**src/rtl/uart_frame_pkg.sv**
```systemverilog
// Shared encodings for the UART command-frame parser: FSM states, sync/ACK bytes and error codes.
package uart_frame_pkg;

    typedef enum logic [2:0] {
        ST_HUNT,
        ST_SYNC1,
        ST_CMD,
        ST_LENH,
        ST_LENL,
        ST_DATA,
        ST_CHK
    } state_t;

    localparam logic [7:0] SYNC0 = 8'h55;
    localparam logic [7:0] SYNC1 = 8'hAA;
    localparam logic [7:0] ACK   = 8'h06;
    localparam logic [7:0] NAK   = 8'h15;

    localparam logic [1:0] ERR_CHK = 2'd1;
    localparam logic [1:0] ERR_LEN = 2'd2;
    localparam logic [1:0] ERR_TMO = 2'd3;

endpackage

```
**src/rtl/uart_gap_timer.sv**
```systemverilog
// Inter-byte gap counter. tc fires on the cycle the count steps onto TIMEOUT_CLKS-1,
// so the parser's registered error lands on the same edge the count reaches its limit.
module uart_gap_timer #(
    parameter int TIMEOUT_CLKS = 17360
) (
    input  logic clk,
    input  logic rst,
    input  logic clr,
    input  logic en,
    output logic tc
);

    localparam int CW = (TIMEOUT_CLKS > 2) ? $clog2(TIMEOUT_CLKS) : 1;
    localparam logic [CW-1:0] TC_VAL = CW'(TIMEOUT_CLKS - 2);

    logic [CW-1:0] cnt_reg;
    logic [CW-1:0] cnt_next;

    always_comb begin
        cnt_next = cnt_reg;
        if (clr) begin
            cnt_next = '0;
        end else if (en) begin
            cnt_next = cnt_reg + CW'(1);
        end
    end

    always_ff @(posedge clk or posedge rst) begin
        if (rst) begin
            cnt_reg <= '0;
        end else begin
            cnt_reg <= cnt_next;
        end
    end

    assign tc = en && !clr && (cnt_reg == TC_VAL);

endmodule

```
**src/rtl/uart_frame_parser.sv**
```systemverilog
// Parses 55 AA CMD LEN_H LEN_L PAYLOAD CHK frames from the UART byte stream, streams the
// payload, and reports each frame's outcome with an optional ACK/NAK byte toward UART TX.
module uart_frame_parser
    import uart_frame_pkg::*;
#(
    parameter int          SYS_CLK_FRP  = 50_000_000,
    parameter int          BAUDRATE     = 115200,
    parameter int          TIMEOUT_CLKS = (SYS_CLK_FRP / BAUDRATE) * 40,
    parameter logic [15:0] MAX_LEN      = 16'd4096,
    parameter bit          ACK_EN       = 1'b1
) (
    input  logic        clk,
    input  logic        rst,
    input  logic [7:0]  rx_data,
    input  logic        rx_done,
    output logic [7:0]  cmd,
    output logic [7:0]  pay_data,
    output logic        pay_valid,
    output logic [15:0] pay_idx,
    output logic        busy,
    output logic        frame_ok,
    output logic        frame_err,
    output logic [1:0]  err_code,
    output logic [7:0]  tx_data,
    output logic        tx_en
);

    state_t      state_reg, state_next;
    logic [7:0]  sum_reg, sum_next;
    logic [15:0] len_reg, len_next;
    logic [15:0] idx_reg, idx_next;
    logic [7:0]  cmd_reg, cmd_next;
    logic [7:0]  pay_data_reg, pay_data_next;
    logic        pay_valid_reg, pay_valid_next;
    logic [15:0] pay_idx_reg, pay_idx_next;
    logic        frame_ok_reg, frame_ok_next;
    logic        frame_err_reg, frame_err_next;
    logic [1:0]  err_code_reg, err_code_next;
    logic [7:0]  tx_data_reg, tx_data_next;
    logic        tx_en_reg, tx_en_next;

    logic        tmo_tc;
    logic        ok_hit;
    logic        err_hit;
    logic [1:0]  err_sel;
    logic [15:0] len_new;

    uart_gap_timer #(
        .TIMEOUT_CLKS(TIMEOUT_CLKS)
    ) u_gap_timer (
        .clk (clk),
        .rst (rst),
        .clr (rx_done || (state_reg == ST_HUNT)),
        .en  (state_reg != ST_HUNT),
        .tc  (tmo_tc)
    );

    always_comb begin
        state_next     = state_reg;
        sum_next       = sum_reg;
        len_next       = len_reg;
        idx_next       = idx_reg;
        cmd_next       = cmd_reg;
        pay_data_next  = pay_data_reg;
        pay_valid_next = 1'b0;
        pay_idx_next   = pay_idx_reg;
        frame_ok_next  = 1'b0;
        frame_err_next = 1'b0;
        err_code_next  = err_code_reg;
        tx_data_next   = tx_data_reg;
        tx_en_next     = 1'b0;
        ok_hit         = 1'b0;
        err_hit        = 1'b0;
        err_sel        = ERR_CHK;
        len_new        = {len_reg[15:8], rx_data};

        if (rx_done) begin
            unique case (state_reg)
                ST_HUNT: begin
                    if (rx_data == SYNC0) state_next = ST_SYNC1;
                end
                ST_SYNC1: begin
                    if (rx_data == SYNC1)      state_next = ST_CMD;
                    else if (rx_data != SYNC0) state_next = ST_HUNT;
                end
                ST_CMD: begin
                    cmd_next   = rx_data;
                    sum_next   = rx_data;
                    state_next = ST_LENH;
                end
                ST_LENH: begin
                    len_next   = {rx_data, len_reg[7:0]};
                    sum_next   = sum_reg + rx_data;
                    state_next = ST_LENL;
                end
                ST_LENL: begin
                    len_next = len_new;
                    sum_next = sum_reg + rx_data;
                    if (len_new > MAX_LEN) begin
                        err_hit = 1'b1;
                        err_sel = ERR_LEN;
                    end else if (len_new == 16'd0) begin
                        state_next = ST_CHK;
                    end else begin
                        idx_next   = 16'd0;
                        state_next = ST_DATA;
                    end
                end
                ST_DATA: begin
                    pay_valid_next = 1'b1;
                    pay_data_next  = rx_data;
                    pay_idx_next   = idx_reg;
                    sum_next       = sum_reg + rx_data;
                    if (idx_reg == len_reg - 16'd1) state_next = ST_CHK;
                    else                            idx_next   = idx_reg + 16'd1;
                end
                ST_CHK: begin
                    if (rx_data == sum_reg) begin
                        ok_hit = 1'b1;
                    end else begin
                        err_hit = 1'b1;
                        err_sel = ERR_CHK;
                    end
                    state_next = ST_HUNT;
                end
                default: state_next = ST_HUNT;
            endcase
        end else if (tmo_tc && (state_reg != ST_SYNC1)) begin
            // While hunting for 0xAA the parser is not yet committed to a frame.
            err_hit = 1'b1;
            err_sel = ERR_TMO;
        end

        if (ok_hit) begin
            frame_ok_next = 1'b1;
            if (ACK_EN) begin
                tx_en_next   = 1'b1;
                tx_data_next = ACK;
            end
        end
        if (err_hit) begin
            frame_err_next = 1'b1;
            err_code_next  = err_sel;
            state_next     = ST_HUNT;
            if (ACK_EN) begin
                tx_en_next   = 1'b1;
                tx_data_next = NAK;
            end
        end
    end

    always_ff @(posedge clk or posedge rst) begin
        if (rst) begin
            state_reg     <= ST_HUNT;
            sum_reg       <= '0;
            len_reg       <= '0;
            idx_reg       <= '0;
            cmd_reg       <= '0;
            pay_data_reg  <= '0;
            pay_valid_reg <= 1'b0;
            pay_idx_reg   <= '0;
            frame_ok_reg  <= 1'b0;
            frame_err_reg <= 1'b0;
            err_code_reg  <= '0;
            tx_data_reg   <= '0;
            tx_en_reg     <= 1'b0;
        end else begin
            state_reg     <= state_next;
            sum_reg       <= sum_next;
            len_reg       <= len_next;
            idx_reg       <= idx_next;
            cmd_reg       <= cmd_next;
            pay_data_reg  <= pay_data_next;
            pay_valid_reg <= pay_valid_next;
            pay_idx_reg   <= pay_idx_next;
            frame_ok_reg  <= frame_ok_next;
            frame_err_reg <= frame_err_next;
            err_code_reg  <= err_code_next;
            tx_data_reg   <= tx_data_next;
            tx_en_reg     <= tx_en_next;
        end
    end

    assign cmd       = cmd_reg;
    assign pay_data  = pay_data_reg;
    assign pay_valid = pay_valid_reg;
    assign pay_idx   = pay_idx_reg;
    assign busy      = (state_reg != ST_HUNT);
    assign frame_ok  = frame_ok_reg;
    assign frame_err = frame_err_reg;
    assign err_code  = err_code_reg;
    assign tx_data   = tx_data_reg;
    assign tx_en     = tx_en_reg;

endmodule
```
**config.mk**
```make
export PLATFORM = sky130hd
export DESIGN_NAME = uart_frame_parser
export DESIGN_NICKNAME = d
export VERILOG_FILES = /design/src/rtl/uart_frame_pkg.sv /design/src/rtl/uart_gap_timer.sv /design/src/rtl/uart_frame_parser.sv
export SDC_FILE = /design/constraint.sdc
export NUM_CORES = 1
export LEC_CHECK = 0
export ABC_AREA = 1
export BUFFER_PORTS_ARGS = -buffer_cell sky130_fd_sc_hd__buf_2
export CORE_ASPECT_RATIO = 0.7
export CORE_MARGIN = 2
export CORE_UTILIZATION = 54
export DETAILED_ROUTE_END_ITERATION = 8
export GPL_TIMING_DRIVEN = 0
export MAX_ROUTING_LAYER = met4
export PLACE_DENSITY = 0.79
export SYNTH_ARGS = -nofsm -noshare
export SYNTH_HDL_FRONTEND = slang
export SYNTH_SLANG_ARGS = --single-unit
```
**constraint.sdc**
```tcl
create_clock -name clk -period 2.9 [get_ports clk]
set_input_delay 0.145 -clock clk [delete_from_list [all_inputs] [get_ports clk]]
set_output_delay 0.145 -clock clk [all_outputs]
set_load 0.01 [all_outputs]
```
# ---- After elaboration in Yosys (flattened, before gate mapping)
# Index checks and enable logic that the tools add are counted.
dict set report word_totals {
  ff_bits 104
  inputBits 11
  out_inout_bits 47
}
dict set report classes {
  n_addsub 4
  n_eq_ne 20
  order_cmp 1
  bitwise 2
  reduce_logical 21
  n_mux 36
}
# op n
set op_table {}
lappend op_table {{16-bit case mux with 2 select lines} 2}
lappend op_table {{16-bit two-way mux} 3}
lappend op_table {{15-bit two-way mux} 2}
lappend op_table {{3-bit two-way mux} 7}
lappend op_table {{3-bit case mux with 6 select lines} 1}
lappend op_table {{16-bit by 1-bit adder with 16-bit output, second input constant} 1}
lappend op_table {{16-bit equality test} 1}
lappend op_table {{16-bit by 13-bit > comparator with 1-bit output, second input constant} 1}
lappend op_table {{16-bit logical NOT} 1}
lappend op_table {{8-bit two-way mux} 2}
lappend op_table {{8-bit case mux with 2 select lines} 1}
lappend op_table {{16-bit by 1-bit subtractor with 16-bit output, second input constant} 1}
lappend op_table {{15-bit by 1-bit adder with 15-bit output, second input constant} 1}
lappend op_table {{15-bit equality test, second input constant} 1}
lappend op_table {{1-bit two-way mux} 12}
lappend op_table {{2-bit two-way mux} 5}
lappend op_table {{5-bit AND reduction} 2}
lappend op_table {{2-bit nonzero test} 5}
lappend op_table {{3-bit equality test, second input constant} 3}
lappend op_table {{8-bit adder} 1}
lappend op_table {{8-bit by 7-bit equality test with 1-bit output, second input constant} 1}
lappend op_table {{8-bit equality test} 1}
lappend op_table {{8-bit equality test, second input constant} 1}
lappend op_table {{8-bit by 7-bit != test with 1-bit output, second input constant} 1}
lappend op_table {{other kinds (17)} 27}

# ---- Depth between registers and ports, before layout
dict set report logic_depth {
  ltp_word 10
  mapped_depth 16
  depth_no_buf 16
}

# ---- Hierarchy
# From an unflattened synthesis, not the netlist that was laid out.
dict set report unflattened {
  cells_unflattened 804
  area_unflattened_um2 6002.0
}
# mod seq_area_each_um2 instances cells_each area_each_um2
set by_module_without_submodules {}
lappend by_module_without_submodules {uart_frame_parser 2102.0 1 677 5068.6}
lappend by_module_without_submodules {uart_gap_timer 375.4 1 127 933.4}

# ---- Worst setup path after synthesis
# OpenSTA, ideal clock, no wires.
dict set report synth_path {
  path_kind {reg2reg}
  start {register len_reg[0]}
  end {register idx_reg[2]}
  t_arrival_ns 1.882
  path_slack_ns 0.901
  setup_ns 0.118
  t_required_ns 2.782
  synth_period_minus_slack_ns 1.999
  stages_incl_launch_ff 13
  cell_sequence {dfrtp_1 inv_1 ha_1 xnor2_1 nor2_1 o21ai_0 nor3_1 nand3_1 nor2_1 nand2_2 buf_2 nand4_1 nand2_1}
}
dict set report synth_via {
  elab_chain_cells 4
}
# item line_no
set synth_lines {}
lappend synth_lines {{start: declaration} uart_frame_parser.sv:30} ;# logic [15:0] len_reg, len_next;
lappend synth_lines {{start signal: assignment} uart_frame_parser.sv:170} ;# len_reg <= len_next;
lappend synth_lines {{16-bit by 1-bit subtractor with 16-bit output} uart_frame_parser.sv:114} ;# if (idx_reg == len_reg - 16'd1) state_next = ST_CHK;
lappend synth_lines {{16-bit equality test} uart_frame_parser.sv:114}
lappend synth_lines {{2-bit != test (no line)} n/a}
lappend synth_lines {{5-bit AND reduction (no line)} n/a}
lappend synth_lines {{end signal: assignment} uart_frame_parser.sv:171} ;# idx_reg <= idx_next;
lappend synth_lines {{end: declaration} uart_frame_parser.sv:31} ;# logic [15:0] idx_reg, idx_next;
# No other way between the ends.
# A chain may end at the register's enable or synchronous reset.

# ---- Worst setup path in the final report
dict set report layout_path {
  start {register len_reg[0]}
  end {register idx_reg[4]}
}
# The elaborated chain is that of the path after synthesis.

==> flow_summary.yaml <==
run_status:
  status: "finished clean"
detailed_routing:
  maxUsedRoutingLayer: "met4"
  met2_wirelength_um: 6400
  drc: 0
  wirelength_um: 15200
  m1WireLength_um: 6990
  wire_per_inst_um: 15.3
  first_iter_violations: 409
  drtPass1Iterations: 5
  wl_met3_um: 1460
  via_count: 5558
  ant_nets: 0
  vias_per_cell: 5.59
grt:
  grt_first_pass_wirelength_um: 25300
  grt_pass1_vias: 5275
  grtUsageTotal_pct: 27.9
  grt_max_degree: 57
  grt_antenna_before_repair: 1
  grt_overflow: 0
power_and_ir_drop:
  max-vdd-ir-drop_uv: 440
  total_power_w: 0.00603
  p_per_area_mw_per_mm2: 904
  p_leak_nw: 3.46
flow_run:
  drv_cap: 0
final_layout:
  mostFrequentLayoutCells: "213 x nand2_1, 99 x dfrtp_1, 92 x inv_1"
  final_common_cell: "nand2_1"
  drive_above_1_share_pct: 12.4
  fin_util_pct: 63.7
  nFillCells: 904
  area_delta_synth_final_pct: 13.2
  nNetsFinal: 880
min_path:
  hold_path.class: "input port to flop"
  worstHoldStart: "rx_data[1]"
die:
  initial_core_util_pct: 56.3
  die_y_um: 91.4
  core_area_mm2: 0.0105
  die_area_mm2: 0.0118
  rows: 31
  die_w_um: 129
  pin_count: 58
worst_setup_path:
  worst_ep_arrival_time_ns: 2.81
  path_class: "flop to flop"
  worstReg2RegStart: "len_reg[0]"
  critPathLaunchType: "flop"
  worstSetupStartpoint: "len_reg[0]"
  critPathRequiredTime_ns: 3.20
  worst-path-max-fanout: 10
  endpoint_kind: "flop"
clock_tree:
  cts_buffers: 9
  cts_buffer_depth: 2
  clockRootBuffer: "clkbuf_16"
  clkTransAtPathRegs_ns: 0.08
  htreeDepth: 3
  cts_tree: "done"
  cts_resized: 0
  cts_sinks: 99
  clk_latency_ns: 0.36
placement:
  gp_congestion: 0.979
  dp_hpwl_um: 11500
  portBuffers: 52
synthesis:
  syn_area_mm2: 0.00589
  synth_cell_types: 39
  netlist_instances: 789
  ys_ff_latch: 99
  syn_area_per_cell_um2: 7.47
  synth-seq-area-share_pct: 42.0
  synth_warnings: 0
sta:
  hold_violations: 0
  setup_viol: 0
  fmax_mhz: 398
  rsz0062_at_grt: "no"
  slew_viol_final: 0
  slew_headroom_pct: 61.2
  fin_crit_sh_pct: 86.6
  skew_ns: 0.00842
  fin_crit_ns: 2.51
  tightestPinTransition_ns: 0.577
-- power by group --
group,total (W),switching (W),internal [W]
clock network,0.00120,0.000591,0.000608
registers,0.00204,0.000316,0.00173
logic,0.00279,0.00181,0.000978
total,0.00603,0.00272,0.00331
-- cells in the mapped netlist --
master    instances  area, um2
nand2_1         213        800
dfrtp_1          99       2480
inv_1            93        349
nor2_1           61        229
o21ai_0          60        300
nand3_1          57        285
nand4_1          28        175
a21oi_1          26        130
xor2_1           25        219
nor3_1           19       95.1
clkbuf_1         13       48.8
xnor2_1          12        105
ha_1             11        138
nor2_4            8       90.1
nor4_1            8       50.1
o31ai_1           8       60.1
buf_4             6       45.0
buf_2             5       25.0
nand2_2           5       31.3
nand3b_1          5       37.5
nor2_2            4       25.0
and2_1            2       12.5
buf_6             2       22.5
inv_2             2       7.51
nand2_4           2       22.5
o211ai_1          2       15.0
a211oi_1          1       7.51
a31oi_1           1       6.26
and2_0            1       6.26
and2_2            1       7.51
clkinv_1          1       3.75
conb_1            1       3.75
fa_1              1       20.0
nand3_2           1       10.0
nor3b_1           1       7.51
o21a_1            1       7.51
o21ai_1           1       5.00
o21bai_1          1       7.51
or2_2             1       6.26
-- path summary, 6_finish.rpt --
check	endpoint	slack, ns	cells after the start
worst max-delay path	idx_reg[4]	0.39	13
worst min-delay path	sum_reg[1]	0.14	3
worst max register to register	idx_reg[4]	0.39	13
worst min register to register	pay_idx[13]	0.47	2
max in group asynchronous	u_gap_timer.cnt_reg[10]	1.83	4
min in group asynchronous	pay_idx[12]	0.39	3
-- layer usage --
layer,vias to the layer above,track usage (%)
met5,-,-
met4,0,9.33
met3,38,7.01
met2,277,39.4
met1,2558,39.2
li1,2685,-
-- critical path: stages (launching register included) --
cell	delay (ns)
dfrtp_1	0.43
inv_1	0.15
ha_1	0.34
xnor2_1	0.14
nor2_1	0.18
o21ai_0	0.12
nor3_1	0.28
nand3_1	0.12
nor2_1	0.13
nand2_2	0.14
nand2_4	0.13
buf_6	0.15
nand3_1	0.08
nand2_1	0.07
-- cell families (layout without fill, tap and decap cells) --
group | Yosys count | in the layout | share of synthesized area, %
simple gates | 417 | 417 | 32.1
buf+inv | 122 | 192 | 8.51
compound gates | 101 | 101 | 9.15
flops | 99 | 99 | 42.0
xor+xnor | 37 | 37 | 5.50
fa+ha+maj | 12 | 12 | 2.67
other cells | 1 | 5 | 0.0636
-- final cells by class --
class	instances	area, um2	area share (%)
timing repair buffer	54	298	4.46
inverter	96	363	5.44
buffer	26	141	2.12
sequential	99	2480	37.1
tap	132	165	2.48
antenna	1	2.50	0.0375
clock inverter	7	72.6	1.09
clock buffer	9	225	3.38
multi-input combinational	571	2930	43.9
-- timing repair --
action / in CTS / in global routing
hold endpoints to repair: 43 / 0
hold buffers: 1 / 0
buffers inserted: 0 / 0
-- stage by stage --
step,setup TNS (ns),hold WS [ns],setup WS (ns),instance area [um2],cells
6_report,0,0.142,0.388,6670,995
3_3_place_gp,-85.87,0.449,-0.875,6330,976
5_1_grt,0,0.156,0.154,6670,995
2_1_floorplan,0,0.330,0.165,5910,792
4_1_cts,0,0.129,0.456,6670,994
3_5_place_dp,0,0.245,0.515,6360,977
(Power assumes the default switching activity.)
